===== config.mk =====
export PLATFORM = sky130hd
export DESIGN_NAME = packet_issue
export DESIGN_NICKNAME = d
export VERILOG_FILES = /design/src/rtl/packet_issue_pkg.sv /design/src/rtl/packet_issue_fifo.sv /design/src/rtl/packet_issue.sv
export SDC_FILE = /design/constraint.sdc
export NUM_CORES = 1
export LEC_CHECK = 0
export BUFFER_PORTS_ARGS = -buffer_cell sky130_fd_sc_hd__buf_2
export CAP_MARGIN = 20
export CORE_MARGIN = 2
export CORE_UTILIZATION = 35
export DETAILED_ROUTE_END_ITERATION = 8
export RECOVER_POWER = 50
export SYNTH_ARGS = -nofsm -noshare
export SYNTH_HDL_FRONTEND = slang
export SYNTH_HIERARCHICAL = 1
export SYNTH_SLANG_ARGS = --single-unit
export TNS_END_PERCENT = 10

===== constraint.sdc =====
create_clock -name CLK -period 5.6 [get_ports CLK]
set_input_delay 0.84 -clock CLK [delete_from_list [all_inputs] [get_ports CLK]]
set_output_delay 0.84 -clock CLK [all_outputs]
set_load 0.01 [all_outputs]

===== src/rtl/packet_issue_pkg.sv =====
// Shared definitions for the packet issue stage and the packet fetch stage.
package packet_issue_pkg;

  localparam int PW_DEF    = 38;
  localparam int PCW_DEF   = 5;
  localparam int DEPTH_DEF = 4;
  localparam int END_BIT   = PW_DEF - 1;

  typedef enum logic [2:0] {
    ST_IDLE    = 3'd0,
    ST_CAPTURE = 3'd1,
    ST_UPDATE  = 3'd2,
    ST_SETTLE  = 3'd3,
    ST_DRAIN   = 3'd4,
    ST_DONE    = 3'd5
  } state_t;

endpackage


===== src/rtl/packet_issue_fifo.sv =====
// pkt_fifo: synchronous show-ahead FIFO; the head entry is visible on rdata
// without a pop, and rdata reads zero whenever the FIFO is empty.
module pkt_fifo #(
  parameter int DEPTH = 4,
  parameter int W     = 38,
  localparam int AW   = $clog2(DEPTH),
  localparam int CW   = AW + 1
) (
  input  logic          clk,
  input  logic          rst,
  input  logic          push,
  input  logic          pop,
  input  logic [W-1:0]  wdata,
  output logic [W-1:0]  rdata,
  output logic          full,
  output logic          empty,
  output logic [CW-1:0] count
);

  logic [W-1:0]  mem_r [DEPTH];
  logic [AW-1:0] wr_ptr_r;
  logic [AW-1:0] rd_ptr_r;
  logic [CW-1:0] count_r;
  logic          do_push_s;
  logic          do_pop_s;

  // A full FIFO refuses a push even when a pop happens in the same cycle.
  assign do_push_s = push & ~full;
  assign do_pop_s  = pop & ~empty;
  assign full      = (count_r == CW'(DEPTH));
  assign empty     = (count_r == {CW{1'b0}});
  assign count     = count_r;

  // Storage array; contents are don't-care until written.
  always_ff @(posedge clk) begin
    if (do_push_s) begin
      mem_r[wr_ptr_r] <= wdata;
    end
  end

  // Pointers and occupancy.
  always_ff @(posedge clk) begin
    if (rst) begin
      wr_ptr_r <= {AW{1'b0}};
      rd_ptr_r <= {AW{1'b0}};
      count_r  <= {CW{1'b0}};
    end else begin
      if (do_push_s) begin
        wr_ptr_r <= wr_ptr_r + AW'(1);
      end
      if (do_pop_s) begin
        rd_ptr_r <= rd_ptr_r + AW'(1);
      end
      case ({do_push_s, do_pop_s})
        2'b10:   count_r <= count_r + CW'(1);
        2'b01:   count_r <= count_r - CW'(1);
        default: count_r <= count_r;
      endcase
    end
  end

  // Show-ahead head with a clean zero while empty.
  always_comb begin
    rdata = {W{1'b0}};
    if (empty) begin
      rdata = {W{1'b0}};
    end else begin
      rdata = mem_r[rd_ptr_r];
    end
  end

endmodule


===== src/rtl/packet_issue.sv =====
// packet_issue: issue stage that walks the fetch stage's program into a FIFO
// and streams it downstream. Optional statistics: define PACKET_ISSUE_STATS_EN.
module packet_issue
  import packet_issue_pkg::*;
#(
  parameter int DEPTH = DEPTH_DEF,
  parameter int PW    = PW_DEF,
  parameter int PCW   = PCW_DEF
) (
  input  logic                   CLK,
  input  logic                   RST,
  input  logic                   START,
  input  logic [PW-1:0]          PACKET_IN,
  input  logic [PCW-1:0]         PC_IN,
  output logic                   PC_UPDATE,
  output logic                   PKT_VALID,
  output logic [PW-1:0]          PKT_DATA,
  input  logic                   PKT_READY,
  output logic                   BUSY,
  output logic                   DONE,
  output logic [$clog2(DEPTH):0] COUNT
`ifdef PACKET_ISSUE_STATS_EN
  ,
  output logic [15:0]            ISSUED_CNT,
  output logic [15:0]            STALL_CNT
`endif
);

  localparam int END_POS = (PW == PW_DEF) ? END_BIT : PW - 1;

  state_t state_r;
  logic   pc_update_r;
  logic   busy_r;
  logic   done_r;
  logic   fifo_full_s;
  logic   fifo_empty_s;
  logic   push_s;
  logic   pop_s;
  logic   last_s;
  logic   start_ok_s;

  // The last PC is captured without a PC update so the fetch PC never wraps.
  assign last_s     = PACKET_IN[END_POS] | (PC_IN == {PCW{1'b1}});
  assign push_s     = (state_r == ST_CAPTURE) & ~fifo_full_s;
  assign pop_s      = PKT_VALID & PKT_READY;
  assign start_ok_s = START & ((state_r == ST_IDLE) | (state_r == ST_DONE));

  pkt_fifo #(
    .DEPTH (DEPTH),
    .W     (PW)
  ) u_fifo (
    .clk   (CLK),
    .rst   (RST),
    .push  (push_s),
    .pop   (pop_s),
    .wdata (PACKET_IN),
    .rdata (PKT_DATA),
    .full  (fifo_full_s),
    .empty (fifo_empty_s),
    .count (COUNT)
  );

  assign PKT_VALID = ~fifo_empty_s;
  assign PC_UPDATE = pc_update_r;
  assign BUSY      = busy_r;
  assign DONE      = done_r;

  // Issue FSM with its status outputs registered alongside the state.
  always_ff @(posedge CLK) begin
    if (RST) begin
      state_r     <= ST_IDLE;
      pc_update_r <= 1'b0;
      busy_r      <= 1'b0;
      done_r      <= 1'b0;
    end else begin
      pc_update_r <= 1'b0;
      case (state_r)
        ST_IDLE, ST_DONE: begin
          if (START) begin
            state_r <= ST_CAPTURE;
            busy_r  <= 1'b1;
            done_r  <= 1'b0;
          end
        end
        ST_CAPTURE: begin
          if (!fifo_full_s) begin
            if (last_s) begin
              state_r <= ST_DRAIN;
            end else begin
              state_r     <= ST_UPDATE;
              pc_update_r <= 1'b1;
            end
          end
        end
        ST_UPDATE: state_r <= ST_SETTLE;
        ST_SETTLE: state_r <= ST_CAPTURE;
        ST_DRAIN: begin
          if (fifo_empty_s) begin
            state_r <= ST_DONE;
            busy_r  <= 1'b0;
            done_r  <= 1'b1;
          end
        end
        default: begin
          state_r <= ST_IDLE;
          busy_r  <= 1'b0;
          done_r  <= 1'b0;
        end
      endcase
    end
  end

`ifdef PACKET_ISSUE_STATS_EN
  logic [15:0] issued_r;
  logic [15:0] stall_r;

  // Saturating handshake and full-stall counters, cleared by an accepted START.
  always_ff @(posedge CLK) begin
    if (RST || start_ok_s) begin
      issued_r <= 16'h0000;
      stall_r  <= 16'h0000;
    end else begin
      if (pop_s && (issued_r != 16'hFFFF)) begin
        issued_r <= issued_r + 16'h0001;
      end
      if ((state_r == ST_CAPTURE) && fifo_full_s && (stall_r != 16'hFFFF)) begin
        stall_r <= stall_r + 16'h0001;
      end
    end
  end

  assign ISSUED_CNT = issued_r;
  assign STALL_CNT  = stall_r;
`else
  // Statistics counters are not built in this configuration.
  logic unused_start_ok_s;
  assign unused_start_ok_s = start_ok_s;
`endif

endmodule


== Word level (Yosys, flattened, before mapping) ==
Memory sizes are Yosys's and may differ from the RTL's. A register that Yosys moved wholly into a read port is not among the register bits.
Index checks and enable logic that the tools add are counted.

* $add $sub $neg: 4
* Multipliers: 0
* Div/mod/pow operators: 0
* Magnitude comparators: 0
* Eq/ne operators: 12
* Shift operators: 0
* Multiplexer cells: 18
* Bitwise logic cells: 9
* Reduce and logical (&&, ||, !) cells: 8

{| class="wikitable"
|+ Operator list
! kind !! count
|-
| 38-bit 2-to-1 mux || 1
|-
| 3-bit one-hot mux with 5 select lines || 1
|-
| 3-bit 2-to-1 mux || 4
|-
| 3-bit == test (second input constant) || 3
|-
| 1-bit 2-to-1 mux || 7
|-
| 3-bit by 2-bit == test with 1-bit output (second input constant) || 2
|-
| 3-bit zero test || 2
|-
| 1-bit one-hot mux with 3 select lines || 2
|-
| 3-bit one-hot mux with 2 select lines || 1
|-
| 3-bit AND reduction || 2
|-
| 3-bit OR reduction || 2
|-
| 5-bit == test (second input constant) || 1
|-
| 2-bit by 1-bit adder with 2-bit output (second input constant) || 2
|-
| 1-bit AND || 4
|-
| 2-bit 2-to-1 mux || 2
|-
| 2-bit inequality test (second input constant) || 2
|-
| 1-bit NOT || 4
|-
| 3-bit by 1-bit adder with 3-bit output (second input constant) || 1
|-
| 3-bit by 1-bit == test with 1-bit output (second input constant) || 1
|-
| 3-bit by 1-bit subtractor with 3-bit output (second input constant) || 1
|-
| 2-bit by 1-bit == test with 1-bit output (second input constant) || 1
|-
| 2-bit == test (second input constant) || 1
|-
| 2-bit by 1-bit inequality test with 1-bit output (second input constant) || 1
|-
| 2-bit nonzero test || 1
|-
| 2 further kinds || 2
|}

* Register bits after elaboration: 13
* Latch bits: 0
* Memory bits (writable): 152
* Bits in read-only memories: 0
* Input bits: 47
* Output and inout port bits: 45
* Logic and storage cells: 59
* Memories kept: 1

{| class="wikitable"
|+ Memory list
! name !! depth !! width !! read ports !! clocked after memory_dff !! write ports !! line !! source
|-
| u_fifo.mem_r || 4 || 38 || 1 || 1 || 1 || packet_issue_fifo.sv:20 || <nowiki>logic [W-1:0] mem_r [DEPTH];</nowiki>
|}

== Depth between registers and ports, before layout ==
* Depth in word-level cells: 6
* Depth in mapped cells: 11
* Gate-level depth less buffers: 11

== Modules after synthesis ==
The synthesis kept the hierarchy.

{| class="wikitable"
|+ By module, submodules not included
! module !! instances !! cells each !! area an instance (µm²) !! seq. area each (µm²)
|-
| pkt_fifo || 1 || 294 || 6208.5 || 4744.6
|-
| packet_issue || 1 || 40 || 362.8 || 120.1
|}

== Least setup slack after synthesis ==
No wires, ideal clock.

* Path type: register to register
* Start: reg u_fifo.count_r[0] (netlist: u_fifo/count[0])
* End: mem u_fifo.mem_r[0][0], enable pin
* Library setup time: 0.399 ns
* Data arrival time: 2.184 ns
* Data required time: 5.201 ns
* Path slack: 3.017 ns
* Cell stages (with the launch flop): 6
* Buffers on the path: 0
* Clock period less this slack: 2.583 ns
* Cell sequence: dfxtp_1 -> nor3b_1 -> nor4b_4 -> inv_1 -> nor2_1 -> and2_1

* Word-level cells in the longest chain between the ends: 6

{| class="wikitable"
|+ Ends and longest elaborated chain
! item !! line !! source
|-
| start: declaration || packet_issue_fifo.sv:23 || <nowiki>logic [CW-1:0] count_r;</nowiki>
|-
| start signal: assignment || packet_issue_fifo.sv:46 || <nowiki>count_r <= {CW{1'b0}};</nowiki>
|-
| start signal: assignment || packet_issue_fifo.sv:55 || <nowiki>2'b10: count_r <= count_r + CW'(1);</nowiki>
|-
| start signal: assignment || packet_issue_fifo.sv:56 || <nowiki>2'b01: count_r <= count_r - CW'(1);</nowiki>
|-
| 3-bit == test || packet_issue_fifo.sv:30 || <nowiki>assign full = (count_r == CW'(DEPTH));</nowiki>
|-
| net fifo_full_s || packet_issue.sv:35 || <nowiki>logic fifo_full_s;</nowiki>
|-
| 1-bit NOT || packet_issue.sv:44 || <nowiki>assign push_s = (state_r == ST_CAPTURE) & ~fifo_full_s;</nowiki>
|-
| 1-bit AND || packet_issue.sv:44 ||
|-
| net push_s || packet_issue.sv:37 || <nowiki>logic push_s;</nowiki>
|-
| 1-bit AND || packet_issue_fifo.sv:28 || <nowiki>assign do_push_s = push & ~full;</nowiki>
|-
| 1-bit 2-to-1 mux || packet_issue_fifo.sv:36 || <nowiki>if (do_push_s) begin</nowiki>
|-
| 1-bit 2-to-1 mux (not written as such) || packet_issue_fifo.sv:37 || <nowiki>mem_r[wr_ptr_r] <= wdata;</nowiki>
|-
| end: declaration || packet_issue_fifo.sv:20 ||
|}

The timed path passes the listed nets, and every way through them passes these cells.

== Worst setup path in the final report ==
* Start: reg u_fifo.count_r[0] (netlist: u_fifo/count[0])
* End: out PKT_DATA[17]

* Word-level cells in the longest chain between the ends: 2

{| class="wikitable"
|+ Ends and longest elaborated chain
! item !! line !! source
|-
| 3-bit zero test || packet_issue_fifo.sv:31 || <nowiki>assign empty = (count_r == {CW{1'b0}});</nowiki>
|-
| net fifo_empty_s || packet_issue.sv:36 || <nowiki>logic fifo_empty_s;</nowiki>
|-
| 38-bit 2-to-1 mux || packet_issue_fifo.sv:65 || <nowiki>if (empty) begin</nowiki>
|-
| end: declaration || packet_issue.sv:17 || <nowiki>output logic [PW-1:0] PKT_DATA,</nowiki>
|}

The timed path passes the listed nets, and every way through them passes these cells.

==> reports/results.ini <==
[final_layout]
seq_area_um2 = 4870
antenna_cells = 0
fillCellCount = 1655
multiInputGateArea_um2 = 1550
syn2layout_area_growth_pct = 18.9
drive_gt1_share_pct = 28.6
nNetsFinal = 487
layout.cells.non_filler = 681

[setup_path]
crit_path_max_fanout = 24
worstSetupStartpointType = flip-flop
worstSetupPathType = reg -> out
required_ns = 4.76
endpoint_kind = output port
crit_arrival_ns = 3.03

[pwr]
leakage_nw = 2.56
power_density_nw_per_um2 = 387
ir_drop_v = 0.000215

[floorplanning]
fp.dieH_um = 141
row_count = 50
die-area_um2 = 19900
io_pins = 92
fp.dieW_um = 141
initial_core_util_pct = 35.4
coreArea_um2 = 18600

[detailed_routing]
wl_um = 12500
remaining_drc_errors = 0
dr_wl_met3_um = 596
drtPass1Iterations = 4
detail-route-antenna-nets = 0
via_per_inst = 4.84
drt_iter0_markers = 197
dr.max_layer_used = met4
wl_met2_um = 6150
wire_per_inst_um = 18.3
met1_length_um = 5560
num_vias = 3298

[global_routing]
first_global_vias = 3507
grt_max_degree = 39
grt.total_usage_pct = 13.2
grt_overflow = 0
antenna_found_initial = 0
grt_pass1_wl_um = 19200

[synth]
ys_seq_area_share_pct = 74.0
synth-seq-cells = 167
synth_top_cell_by_area = edfxtp_1
synth_cell_types = 40
syn-num-nets = 387
ys.warnings.count = 6
synth_area_per_cell_um2 = 19.7
syn_area_um2 = 6570
synth_area_leaders = edfxtp_1, mux4_2, dfxtp_1
synthCells = 334
yosys.area.top_type_share_pct = 69.5

[timing]
skew_ns = 0.0100
rsz0062_at_grt = false
period_share_pct = 69.2
max_slew_margin_pct = 14.9
hold_violations = 0
worstMarginPinSlew_ns = 1.28
setup_tns_ns = 0
period_needed_ns = 3.87
slew_violations = 0
worst_hold_slack_ns = 0.497
setup_viol = 0
timing.fmax_ghz = 0.258

[place]
gp_congestion = 0.729
hpwlAfterDp_um = 7770
io_buffers = 91
dp.cells = 647

[clock_network]
cts_inserted_buffers = 17
cts_tree = yes
cts_setup_buffers = 0
clk_path_buf_depth = 2
path_clk_slew_ns = 0.06
post_cts_resize_count = 0
cts_root_buf = clkbuf_16
hold_buffers = 0
cts.sinks = 167
clock_latency_ns = 0.42
h-tree-depth = 4

[flow_run]
cap_violations = 0

[run_status]
outcome = complete, no violations

[min_path]
hold_class = reg -> reg

==> kinds of logic after synthesis <==
logic type	after synthesis	share of synthesized area [%]
AND/OR/NAND/NOR	68	6.64
buffers and inverters	29	2.34
flip-flops	167	74.0
XOR/XNOR	4	0.533
multiplexers	39	13.2
AO/OA/AOI/OAI	21	2.02
adder cells (fa/ha/maj)	6	1.26
==> sequential cells by signal, indices dropped and copies added (netlist names), named ones only <==
register         cells
u_fifo/rd_ptr_r      2
u_fifo/count         3
DONE                 1
BUSY                 1
u_fifo/wr_ptr_r      2
state_r              3
u_fifo/mem_r       152
PC_UPDATE            1
==> placed cells by master (no fill, tap or decap), drive strengths merged, types with 2 or more instances in the layout <==
cell type,netlist,routed
a21oi,6,6
clkbuf,5,62
dfxtp,15,15
and2,4,4
nor2,6,6
o21ai,3,3
inv,14,21
nor3,2,2
edfxtp,152,152
and3,2,2
buf,10,51
mux4,38,38
o211ai,2,2
nand2b,3,3
clkinvlp,0,3
xor2,3,3
clkinv,0,4
nor4,2,2
or3,4,4
nor2b,40,40
ha,5,5
a31oi,4,4
==> stage by stage <==
| step | setup slack (ns) | instance area, um2 | power (mW) | util, % |
|---|---|---|---|---|
| 2_1_floorplan | 3.02 | 6570 | 1.77 | - |
| 3_3_place_gp | 2.81 | 7240 | 1.95 | 39.0 |
| 3_5_place_dp | 2.64 | 7280 | 1.97 | 39.2 |
| 4_1_cts | 2.34 | 7850 | 3.08 | 42.2 |
| 5_1_grt | 1.41 | 7810 | 3.17 | 42.1 |
| 6_report | 1.73 | 7810 | 3.03 | 42.1 |
==> synth_stat cells <==
master	number
nor4_1	2
buf_2	3
a311oi_1	1
nor4b_4	1
nor2_1	6
inv_2	1
dfxtp_1	15
nand3_1	1
xnor2_1	1
and2_1	4
nor2b_1	40
nand2b_1	2
ha_1	5
nor3_1	1
mux4_2	38
and3_1	2
buf_4	1
fa_1	1
buf_6	5
buf_1	1
or3_1	4
mux2i_1	1
inv_1	13
nand2b_4	1
a31o_2	1
a21oi_1	6
nor3b_1	1
a211oi_1	1
and2b_1	1
nor3_2	1
edfxtp_1	152
xor2_1	3
o211ai_1	2
a31oi_1	4
o21ai_0	3
o21a_1	1
nand2_1	1
a21boi_0	1
clkbuf_1	5
o31ai_1	1
==> per-layer routing <==
metal | GRT usage, % | up-vias
li1 | - | 1517
met1 | 16.7 | 1674
met2 | 21.9 | 91
met3 | 3.53 | 16
met4 | 4.74 | 0
met5 | 0 | -
==> critical path: stages (launching register included) <==
cell      delay, ns
dfxtp_1        0.40
nor3_4         0.76
clkbuf_1       1.00
nor2b_1        0.22
buf_2          0.22
==> layout make-up <==
cell class,instances,area share (%)
Clock buffer,17,5.44
Clock inverter,15,1.83
Inverter,14,0.673
Multi-Input combinational cell,138,19.8
Sequential cell,167,62.3
Tap cell,234,3.75
Timing Repair Buffer,96,6.20
==> worst paths after layout <==
check	startpoint	endpoint	slack, ns	cells past startpoint
worst min register to register	u_fifo/rd_ptr_r[1]$_SDFFE_PP0P_	flip-flop	0.50	2
worst min-delay path	u_fifo/rd_ptr_r[1]$_SDFFE_PP0P_	flip-flop	0.50	2
worst max register to register	u_fifo/count[0]$_SDFFE_PP0P_	u_fifo/mem_r[2][6]$_DFFE_PP_	2.29	6
worst max-delay path	u_fifo/count[0]$_SDFFE_PP0P_	PKT_DATA[17]	1.73	4
==> power by group <==
| group | switching [mW] | total, mW | internal, mW |
|---|---|---|---|
| combinational | 0.248 | 0.436 | 0.188 |
| sequential | 0.0454 | 1.48 | 1.44 |
| clock | 0.485 | 1.11 | 0.622 |
| total | 0.778 | 3.03 | 2.25 |
Note: power is estimated with default switching activity, not from simulation.
